File: src/rtl/add_round_key_stage_pkg.sv
// add_round_key_stage_pkg
//   Shared constants and the buffer entry type for the AddRoundKey stage.
//   AES_STATE_W : width of one AES state (128 bits, column 0 in bits 127:96)
//   ROUND_W     : width of the round number carried with each entry
//   ark_entry_t : {state, round[, parity]} as held in the output buffer
//   Optional feature macro: ARK_PARITY_EN adds a per-byte even parity field
//   to the entry and the byte_parity helper used to fill it.
package add_round_key_stage_pkg;

  localparam int AES_STATE_W = 128;
  localparam int ROUND_W     = 4;

`ifdef ARK_PARITY_EN
  localparam int PARITY_W = AES_STATE_W / 8;
`endif

  typedef struct packed {
    logic [AES_STATE_W-1:0] state;
    logic [ROUND_W-1:0]     round;
`ifdef ARK_PARITY_EN
    logic [PARITY_W-1:0]    parity;
`endif
  } ark_entry_t;

`ifdef ARK_PARITY_EN
  // Bit i is the XOR of byte i (bits 8i+7:8i), so the byte plus its parity
  // bit always holds an even number of ones.
  function automatic logic [PARITY_W-1:0] byte_parity(input logic [AES_STATE_W-1:0] s);
    logic [PARITY_W-1:0] p;
    p = '0;
    for (int i = 0; i < PARITY_W; i++) begin
      p[i] = ^s[8*i +: 8];
    end
    return p;
  endfunction
`endif

endpackage

File: src/rtl/add_round_key_stage_buf2.sv
// ark_buf2
//   Two-entry output FIFO for the AddRoundKey stage.
//   clk, rst_n  : clock, asynchronous active-low reset
//   push        : write request (ignored while full)
//   push_entry  : entry to store
//   pop         : read request (ignored while empty)
//   head        : oldest stored entry
//   not_empty   : at least one entry is held
//   not_full    : registered space-available flag; low while in reset and for
//                 the first cycle after release, never a function of pop
module ark_buf2
  import add_round_key_stage_pkg::*;
#(
  parameter int DEPTH = 2
) (
  input  logic       clk,
  input  logic       rst_n,
  input  logic       push,
  input  ark_entry_t push_entry,
  input  logic       pop,
  output ark_entry_t head,
  output logic       not_empty,
  output logic       not_full
);

  localparam int PTR_W = (DEPTH > 1) ? $clog2(DEPTH) : 1;
  localparam logic [PTR_W:0] FULL_COUNT = (PTR_W + 1)'(DEPTH);

  ark_entry_t       mem [DEPTH];
  logic [PTR_W-1:0] wr_ptr;
  logic [PTR_W-1:0] rd_ptr;
  logic [PTR_W:0]   count;
  logic [PTR_W:0]   count_next;
  logic             do_push;
  logic             do_pop;

  assign do_push   = push && not_full;
  assign do_pop    = pop && not_empty;
  assign not_empty = (count != '0);
  assign head      = mem[rd_ptr];

  // Simultaneous push and pop leaves the occupancy unchanged.
  always_comb begin
    count_next = count;
    case ({do_push, do_pop})
      2'b10:   count_next = count + (PTR_W + 1)'(1);
      2'b01:   count_next = count - (PTR_W + 1)'(1);
      default: count_next = count;
    endcase
  end

  // not_full is computed from the next occupancy so it is a plain flop
  // output, which keeps the upstream ready path free of out_ready.
  always_ff @(posedge clk or negedge rst_n) begin
    if (!rst_n) begin
      wr_ptr   <= '0;
      rd_ptr   <= '0;
      count    <= '0;
      not_full <= 1'b0;
    end else begin
      if (do_push) wr_ptr <= wr_ptr + PTR_W'(1);
      if (do_pop)  rd_ptr <= rd_ptr + PTR_W'(1);
      count    <= count_next;
      not_full <= (count_next != FULL_COUNT);
    end
  end

  // Payload storage needs no reset: nothing reads it until count says a
  // slot was written, and the parent blanks the outputs while empty.
  always_ff @(posedge clk) begin
    if (do_push) mem[wr_ptr] <= push_entry;
  end

endmodule

File: src/rtl/add_round_key_stage.sv
// add_round_key_stage
//   AES AddRoundKey pipeline stage: XORs the MixColumns result with the round
//   key, tags it with a round number and buffers it in a 2-entry FIFO.
//   Parameters: NUM_ROUNDS (1..15, rounds per block), DEPTH (must be 2)
//   clk, rst_n          : clock, asynchronous active-low reset
//   in_valid / in_ready : upstream handshake (in_ready is registered)
//   state_in, key_in    : MixColumns output and matching round key
//   in_first            : marks round 1 of a new block
//   out_valid/out_ready : downstream handshake on the head entry
//   state_out           : state_in ^ key_in of the head entry
//   out_round, out_last : head round number, high when it is NUM_ROUNDS
//   seq_err             : one-cycle pulse after an out-of-sequence accept
//   out_parity          : per-byte even parity of state_out (only when the
//                         ARK_PARITY_EN macro is defined)
module add_round_key_stage
  import add_round_key_stage_pkg::*;
#(
  parameter int NUM_ROUNDS = 10,
  parameter int DEPTH      = 2
) (
  input  logic                   clk,
  input  logic                   rst_n,
  input  logic                   in_valid,
  output logic                   in_ready,
  input  logic [AES_STATE_W-1:0] state_in,
  input  logic [AES_STATE_W-1:0] key_in,
  input  logic                   in_first,
  output logic                   out_valid,
  input  logic                   out_ready,
  output logic [AES_STATE_W-1:0] state_out,
  output logic [ROUND_W-1:0]     out_round,
  output logic                   out_last,
  output logic                   seq_err
`ifdef ARK_PARITY_EN
  ,
  output logic [15:0]            out_parity
`endif
);

  localparam logic [ROUND_W-1:0] LAST_ROUND = ROUND_W'(NUM_ROUNDS);

  if (DEPTH != 2) begin : g_bad_depth
    $error("add_round_key_stage: only DEPTH=2 is supported");
  end
  if (NUM_ROUNDS < 1 || NUM_ROUNDS > 15) begin : g_bad_rounds
    $error("add_round_key_stage: NUM_ROUNDS must be in 1..15");
  end

  logic               accept;
  logic               buf_not_empty;
  logic               buf_not_full;
  logic [ROUND_W-1:0] round_cnt;
  logic [ROUND_W-1:0] round_next;
  logic               seq_violation;
  ark_entry_t         push_entry;
  ark_entry_t         head;

  assign accept = in_valid && in_ready;

  // Round sequencing. A counter of 0 means idle (nothing since reset) and
  // LAST_ROUND means the previous block completed; only in_first may follow
  // either. in_first in the middle of a block is an abort: restart at 1 and
  // flag it.
  always_comb begin
    round_next    = round_cnt + ROUND_W'(1);
    seq_violation = 1'b0;
    if (in_first) begin
      round_next    = ROUND_W'(1);
      seq_violation = (round_cnt != '0) && (round_cnt != LAST_ROUND);
    end else if ((round_cnt == '0) || (round_cnt == LAST_ROUND)) begin
      round_next    = ROUND_W'(1);
      seq_violation = 1'b1;
    end
  end

  // Counter and error pulse only move on an accepted transfer.
  always_ff @(posedge clk or negedge rst_n) begin
    if (!rst_n) begin
      round_cnt <= '0;
      seq_err   <= 1'b0;
    end else begin
      if (accept) round_cnt <= round_next;
      seq_err <= accept && seq_violation;
    end
  end

  always_comb begin
    push_entry       = '0;
    push_entry.state = state_in ^ key_in;
    push_entry.round = round_next;
`ifdef ARK_PARITY_EN
    push_entry.parity = byte_parity(state_in ^ key_in);
`endif
  end

  ark_buf2 #(
    .DEPTH(DEPTH)
  ) u_buf (
    .clk       (clk),
    .rst_n     (rst_n),
    .push      (accept),
    .push_entry(push_entry),
    .pop       (out_ready),
    .head      (head),
    .not_empty (buf_not_empty),
    .not_full  (buf_not_full)
  );

  // Outputs are blanked while empty so reset clears them at once and no
  // stale payload is visible after release.
  assign in_ready  = buf_not_full;
  assign out_valid = buf_not_empty;
  assign state_out = buf_not_empty ? head.state : '0;
  assign out_round = buf_not_empty ? head.round : '0;
  assign out_last  = buf_not_empty && (head.round == LAST_ROUND);
`ifdef ARK_PARITY_EN
  assign out_parity = buf_not_empty ? head.parity : '0;
`endif

endmodule

File: config.mk
export PLATFORM = sky130hd
export DESIGN_NAME = add_round_key_stage
export DESIGN_NICKNAME = d
export VERILOG_FILES = /design/src/rtl/add_round_key_stage_pkg.sv /design/src/rtl/add_round_key_stage_buf2.sv /design/src/rtl/add_round_key_stage.sv
export SDC_FILE = /design/constraint.sdc
export NUM_CORES = 1
export LEC_CHECK = 0
export CORE_AREA = 2 2 153 155
export CTS_CLUSTER_DIAMETER = 120
export DETAILED_ROUTE_END_ITERATION = 12
export DIE_AREA = 0 0 155 157
export DONT_BUFFER_PORTS = 1
export MAX_ROUTING_LAYER = met4
export PLACE_DENSITY = 0.63
export SETUP_SLACK_MARGIN = 0.5
export SYNTH_ARGS = -nofsm -noshare
export SYNTH_HDL_FRONTEND = slang
export SYNTH_SLANG_ARGS = --single-unit
File: constraint.sdc
create_clock -name clk -period 14.7 [get_ports clk]
set_input_delay 2.94 -clock clk [delete_from_list [all_inputs] [get_ports clk]]
set_output_delay 2.94 -clock clk [all_outputs]
set_load 0.005 [all_outputs]
==> results.tsv, run 1 <==
metric	value	unit
synthTopCellsByCount	edfxtp_1, nor2_1, mux2i_1, xor2_1, buf_2	
gp_congestion	0.772	
dpl.hpwl	14900	µm
status	finished, final reports clean	
h-tree-depth	1	
clk_pin_slew	0.06	ns
syn_avg_cell_area	15.7	µm²
slowest_delay	0.91	ns
wl_per_cell	21.0	µm
grtUsageTotal	17.6	%
antenna_found_initial	0	
die_y	157	µm
diodes	0	
cp.required	11.76	ns
power.density	199	nW/µm²
drv_slew	0	
via_per_inst	5.49	
worst-setup-path-type	reg -> out	
fin_crit_sh	38.8	%
synth_top_area_cell	edfxtp_1	
timing.final.ws_setup	9.00	ns
cts-root-buf	clkbuf_16	
arrival	2.76	ns
instances_no_fill	1057	
final_hold_viol_count	0	
drt_iter0_markers	312	
netlist_instances	743	
crit_path_end_kind	output pin	
cts_made_buffers	28	
place_area	11900	µm²
final_layout_size_suffix_gt1_share	7.64	%
dp.cells	1006	
async_flop_share	3.65	%
area_growth	10.3	%
vias	5801	
ios	397	
grt_setup_unrepaired	false	
fin_skew	0.00608	ns
nNetsFinal	1016	
tns	0	ns
grt_pass1_wl	32000	µm
port_buffers	0	
synth_cell_type_count	34	
fin_area	12800	µm²
cts_tree	built	
start_kind	flip-flop	
ys_ff_latch	274	
maxCapViolations	0	
irDropWorstVdd	0.132	mV
fin_crit	5.70	ns
hp-class	reg -> reg	
finalWirelength	22200	µm
nFillCells	1749	
ys_seq_area_share	70.2	%
coreArea	22500	µm²
yosysMostFrequentCell	edfxtp_1	
worst_slew_pin_slew	1.08	ns
crit_buf_inv	1	
drcViolationCount	0	
total_power	2.55	mW
firstDrtPassIters	4	
power_leakage	4.82	nW
synth_area_leaders	edfxtp_1, mux2i_1, xor2_1, nor2_1, dfrtp_1	
clockBufferDepth	3	
ant_nets	0	
rows	55	
overflow	0	
dp_worst_setup_slack	9.46	ns
cp_max_fo	61	
synth-edff-count	264	
synthesis.nets	1008	
crit_family	buffers and inverters	
clock_latency	0.52	ns
start_util	51.7	%
path_cells	buf_4, mux2i_1, nor2_1	
clock-sinks	274	
slew_headroom	28.0	%
postCtsHoldBufs	0	
die_w	155	µm
finalSetupViolCount	0	
cp_slowest_cell	buf_4	
syn_area	11600	µm²
grt_start_max_net_pins	82	
yosys_warnings	0	
cts_setup_buffers	0	
die_area	24300	µm²
postCtsResizedCells	0	
fmax	175	MHz
synthFlopType	edfxtp_1	
grt_pass1_vias	5776	
synth.top_cell.area_share	68.1	%
-- report_power, final --
part	leakage (nW)	switching (mW)	internal [mW]
clock network	0.471	0.281	0.444
logic	1.77	0.452	0.222
registers	2.58	0.0768	1.08
-- cell usage in the layout, fill, tap and decap left out, types with 2 or more instances in the layout --
| master | synthesis | routed |
|---|---|---|
| mux2i_1 | 133 | 133 |
| a21oi_1 | 2 | 2 |
| xor2_1 | 130 | 130 |
| o31ai_1 | 2 | 2 |
| clkinv_1 | 0 | 6 |
| clkbuf_1 | 6 | 2 |
| clkbuf_16 | 0 | 29 |
| ha_1 | 4 | 4 |
| o21ai_0 | 2 | 2 |
| nor2_1 | 137 | 136 |
| nor2_4 | 0 | 2 |
| bufinv_16 | 0 | 5 |
| inv_1 | 4 | 4 |
| edfxtp_1 | 264 | 264 |
| nand2_1 | 3 | 3 |
| buf_4 | 6 | 7 |
| o21bai_1 | 2 | 2 |
| dfrtp_1 | 10 | 9 |
| clkinv_2 | 0 | 8 |
| xnor2_1 | 4 | 4 |
-- area by class of cell --
cell class | instances | area, µm² | area share, %
clock buffers | 31 | 733 | 5.71
clock inverters | 20 | 220 | 1.72
inverters | 4 | 15.0 | 0.117
multi-input cells | 436 | 3280 | 25.5
flip-flops and latches | 274 | 8180 | 63.7
well taps | 285 | 357 | 2.78
repair buffers | 7 | 52.6 | 0.409
-- state kept, by name (all words and copies together) (netlist names) --
signal          count
u_buf.count         2
u_buf.not_full      1
seq_err             1
u_buf.mem         264
round_cnt           4
u_buf.wr_ptr        1
u_buf.rd_ptr        1
-- per-layer routing --
layer / track usage [%] / vias up / wire [µm]
li1: - / 2686 / -
met1: 20.7 / 2808 / 8540
met2: 30.4 / 270 / 11600
met3: 3.83 / 37 / 1550
met4: 5.56 / 0 / 510
met5: - / - / 0
-- path summary, 6_finish.rpt --
| kind | from | end | slack (ns) | cells after the start |
|---|---|---|---|---|
| hold / removal | u_buf.wr_ptr | u_buf.wr_ptr | 0.56 | 1 |
| hold reg to reg | u_buf.wr_ptr | u_buf.wr_ptr | 0.56 | 1 |
| max in group asynchronous | rst_n | u_buf.rd_ptr | 12.52 | 0 |
| setup / recovery | u_buf.rd_ptr | state_out[20] | 9.00 | 3 |
| min in group asynchronous | rst_n | seq_err | 2.11 | 0 |
| setup reg to reg | u_buf.not_full | u_buf.mem[1][8] | 12.09 | 2 |
-- cells by family (layout without fill, tap and decap cells) --
family	count (synthesis)	in the layout	synth area share (%)
AOI/OAI and AO/OA	10	10	0.559
adders and majority gates	4	4	0.430
buffers and inverters	33	62	1.76
xor gates and xnor gates	134	134	10.1
DFF	274	274	70.2
muxes	134	134	11.5
and+or+nand+nor	154	154	5.41
-- through the flow --
stage          util, %  hold slack [ns]
3_5_place_dp      52.8            0.556
4_1_cts           57.0            0.565
6_report          57.0            0.555
3_3_place_gp      52.8            0.539
2_1_floorplan        -            0.461
5_1_grt           57.0            0.582
(Power assumes the default switching activity.)
==> inputs of run 2 (changes only) <==
PLACE_DENSITY = 0.65   (was 0.63)
clock period = 5.06 ns   (was 14.7 ns; I/O delays follow)
==> run 2 against run 1 <==
Effect of this change:
- register-to-register slack got worse by 9.4 ns
- combinational power rose to 2.8 times the previous value
- utilization is 0.15 points lower
- non-clock buffer count rose by 3
- global-route usage is 0.40 points higher
- critical path depth unchanged
- die area is the same
- worst hold slack worse by 0.38 ns
- setup slack lost 7.6 ns
- sequential power increased to 2.9 times the previous value
- critical path type unchanged
- critical endpoint is now state_out[84]
- largest cell class unchanged
- largest power group unchanged
==> results.tsv, run 2 (synthesis gave the netlist of run 1 again) <==
metric	value	unit
status	finished, final reports clean	
met3_length	1580	µm
die_area	24300	µm²
maxCapViolations	0	
r2r_cells	2	
largest_register_ffs	264	
firstDrtPassIters	4	
power_leakage	4.80	nW
finalWirelength	22500	µm
hp-class	in -> async	
final_common_cell	edfxtp_1	
grt_pass1_wl	32200	µm
postCtsHoldBufs	0	
fin_crit	3.63	ns
ios	397	
crit_path_end_kind	output pin	
die_w	155	µm
cts_made_buffers	28	
cp_max_fo	51	
dp_worst_setup_slack	1.95	ns
drcViolationCount	0	
grt_pass1_vias	5923	
port_buffers	0	
m1WireLength	8290	µm
dpl.hpwl	16000	µm
cts-root-buf	clkbuf_16	
clock_latency	0.53	ns
slowest_delay	0.97	ns
finalSetupViolCount	0	
overflow	0	
clock-sinks	274	
wl_per_cell	21.2	µm
final_layout_size_suffix_gt1_share	7.47	%
irDropWorstVdd	0.324	mV
postCtsResizedCells	0	
mostFrequentLayoutCells	edfxtp_1, nor2_1, mux2i_1	
timing.final.ws_setup	1.43	ns
slew_headroom	34.2	%
fin_skew	0.0132	ns
crit_family	flip-flops	
arrival	2.62	ns
r2r_start	u_buf.not_full	
reg.largest.list	u_buf.mem: 264 flops, round_cnt: 4 flops, u_buf.count: 2 flops	
routed.top_layer	met4	
cts_setup_buffers	0	
via_per_inst	5.43	
crit_buf_inv	1	
worst-setup-path-type	reg -> out	
rows	55	
area_growth	9.96	%
fmax	275	MHz
drt_iter0_markers	293	
cp_slowest_cell	dfrtp_4	
vias	5763	
final_hold_viol_count	0	
dp.cells	1009	
coreArea	22500	µm²
nNetsFinal	1019	
fin_worst_hold_slack	0.171	ns
antenna_found_initial	0	
path_cells	buf_4, mux2i_1, nor2_1	
power.density	565	nW/µm²
rrSetupSlack	2.72	ns
clk_pin_slew	0.06	ns
worst_slew_pin_slew	0.986	ns
clockBufferDepth	3	
instances_no_fill	1061	
ant_nets	0	
grt_start_max_net_pins	84	
h-tree-depth	1	
drv_slew	0	
grt_setup_unrepaired	false	
start_util	51.7	%
worstSetupPathDepth	3	
tns	0	ns
critPathCapture	state_out[84]	
gp_congestion	0.779	
largest_register	u_buf.mem	
cp.required	4.05	ns
fin_crit_sh	71.7	%
die_y	157	µm
grtUsageTotal	18.0	%
start_kind	flip-flop	
startpoint	u_buf.rd_ptr	
dr_wl_met2	12000	µm
cts_tree	built	
diodes	0	
r2r-end	u_buf.mem[1][0]	
## run 2: how the worst min path moves through the flow
stage,start,to,depth (start not counted)
detailed placement,u_buf.wr_ptr,u_buf.wr_ptr,1
finish,rst_n,u_buf.wr_ptr,0
global placement,u_buf.wr_ptr,u_buf.wr_ptr,1
global route,rst_n,u_buf.wr_ptr,0
CTS,rst_n,u_buf.not_full,0
floorplan,u_buf.count[0],u_buf.count[0],1
## run 2: final cells by class
cell class	count	area, µm²
multi-input combinational	436	3280
sequential	274	8180
timing repair buffer	10	87.6
inverter	4	15.0
clock buffer	40	797
tap	285	357
fill	1775	9700
clock inverter	12	87.6
## run 2: where the power goes
part	switching, mW	internal, mW
clock network	0.805	1.14
registers	0.264	3.12
logic	1.25	0.658
## run 2: layer usage
metal  GRT usage [%]  vias to the layer above
li1                -                     2685
met1            19.6                     2763
met2            33.0                      272
met3            3.85                       43
met4            5.56                        0
met5               -                        -
## run 2: metrics by stage
step / utilization, % / total power, mW / area (µm²)
CTS: 56.9 / 7.34 / 12800
floorplan: - / 4.94 / 11700
global route: 56.9 / 7.64 / 12800
finish: 56.9 / 7.24 / 12800
global placement: 53.0 / 5.31 / 11900
detailed placement: 53.0 / 5.39 / 11900
==> inputs of run 3 (changes only) <==
PLACE_DENSITY = 0.63   (was 0.65)
clock period = 3.4 ns   (was 5.06 ns; I/O delays follow)
==> run 3 against run 2 <==
Effect of this change:
- clock skew decreased by 0.0073 ns
- register-to-register slack got worse by 1.4 ns
- sequential cell count did not move
- largest power group unchanged
- highest routed layer unchanged
==> results.tsv, run 3 (synthesis gave the netlist of run 1 again) <==
metric	value	unit
cts-root-buf	clkbuf_16	
maxCapViolations	0	
fin_crit_sh	78.7	%
gp_congestion	0.745	
irDropWorstVdd	0.502	mV
largest_register	u_buf.mem	
h-tree-depth	1	
die_y	157	µm
path_cells	buf_12, nor4b_2, a21oi_1, nor3_2	
dpl.hpwl	15500	µm
status	finished, final reports clean	
finalWirelength	22800	µm
arrival	2.00	ns
power_leakage	4.87	nW
cts_made_buffers	28	
area_growth	11.5	%
via_per_inst	5.48	
grt_setup_unrepaired	false	
rows	55	
antenna_found_initial	0	
clock-sinks	274	
power.density	861	nW/µm²
fin_skew	0.00590	ns
mostFrequentLayoutCells	edfxtp_1, nor2_1, mux2i_1	
cp.required	2.72	ns
overflow	0	
fmax	374	MHz
grtUsageTotal	17.9	%
start_util	51.7	%
fin_crit	2.68	ns
finalSetupViolCount	0	
vias	5821	
cts_tree	built	
wl_per_cell	21.5	µm
slew_headroom	57.6	%
nNetsFinal	1023	
utilization	57.7	%
drt_iter0_markers	283	
coreArea	22500	µm²
hp-class	in -> reg	
worst-setup-path-type	reg -> out	
die_w	155	µm
ant_nets	0	
final_common_cell	edfxtp_1	
die_area	24300	µm²
final_hold_viol_count	0	
cp_max_fo	23	
diodes	0	
tns	0	ns
clockBufferDepth	3	
largest_register_ffs	264	
ios	397	
grt_pass1_wl	32200	µm
worst_slew_pin_slew	0.636	ns
firstDrtPassIters	6	
drv_slew	0	
final_layout_size_suffix_gt1_share	7.84	%
drcViolationCount	0	
cp_slowest_cell	dfrtp_4	
clk_pin_slew	0.06	ns
crit_path_end_kind	output pin	
grt_start_max_net_pins	88	
start_kind	flip-flop	
slowest_delay	0.67	ns
port_buffers	0	
clock_latency	0.53	ns
grt_pass1_vias	5970	
reg.largest.list	u_buf.mem: 264 flops, round_cnt: 4 flops, u_buf.count: 2 flops	
run 3: final cells by class:
| cell class | instances | area [µm²] |
|---|---|---|
| clock buffer | 33 | 741 |
| clock inverter | 17 | 210 |
| fill | 1783 | 9520 |
| inverter | 4 | 15.0 |
| multi-input combinational | 436 | 3290 |
| sequential | 274 | 8180 |
| tap | 285 | 357 |
| timing repair buffer | 14 | 183 |
run 3: through the flow:
step	cell area (µm²)	hold WS, ns	setup slack [ns]	instances	total power [mW]
floorplan	11700	0.384	0.271	743	7.36
global placement	12000	0.385	1.03	1011	8.08
detailed placement	12000	0.385	1.03	1011	8.17
CTS	13000	0.281	0.658	1063	11.3
global route	13000	0.303	0.617	1063	11.8
finish	13000	0.306	0.724	1063	11.2
run 3: critical path, delay by kind of cell, from the launching register on:
family          cells  cell delay [ns]
simple gates        2             0.46
compound gates      1             0.08
buf+inv             1             0.26
flops               1             0.67
run 3: final timing paths:
path	startpoint	endpoint	slack, ns	depth (start not counted)
max	u_buf.rd_ptr	out_last	0.72	4
min	in_first	seq_err	0.31	2
max reg2reg	u_buf.count[0]	u_buf.count[1]	1.33	8
min reg2reg	u_buf.wr_ptr	u_buf.wr_ptr	0.56	1
max in group asynchronous	rst_n	u_buf.rd_ptr	2.45	1
min in group asynchronous	rst_n	round_cnt[2]	0.57	1
run 3: report_power, final:
part | internal, mW | switching, mW
clock network | 1.92 | 1.19
logic | 1.06 | 2.04
registers | 4.64 | 0.312
total | 7.63 | 3.54
run 3: repair_timing:
item	CTS	global route
resized for setup	0	0
hold endpoints to repair	10	0
hold buffers	1	0
setup endpoints to repair	17	0
buffers inserted	1	0
run 3: routing by layer:
layer / track usage (%) / part of all wire [%] / up-vias
met5: - / 0 / -
met4: 4.50 / 1.5 / 0
met3: 4.52 / 8.0 / 27
met2: 31.3 / 52 / 292
met1: 20.8 / 39 / 2811
li1: - / - / 2691
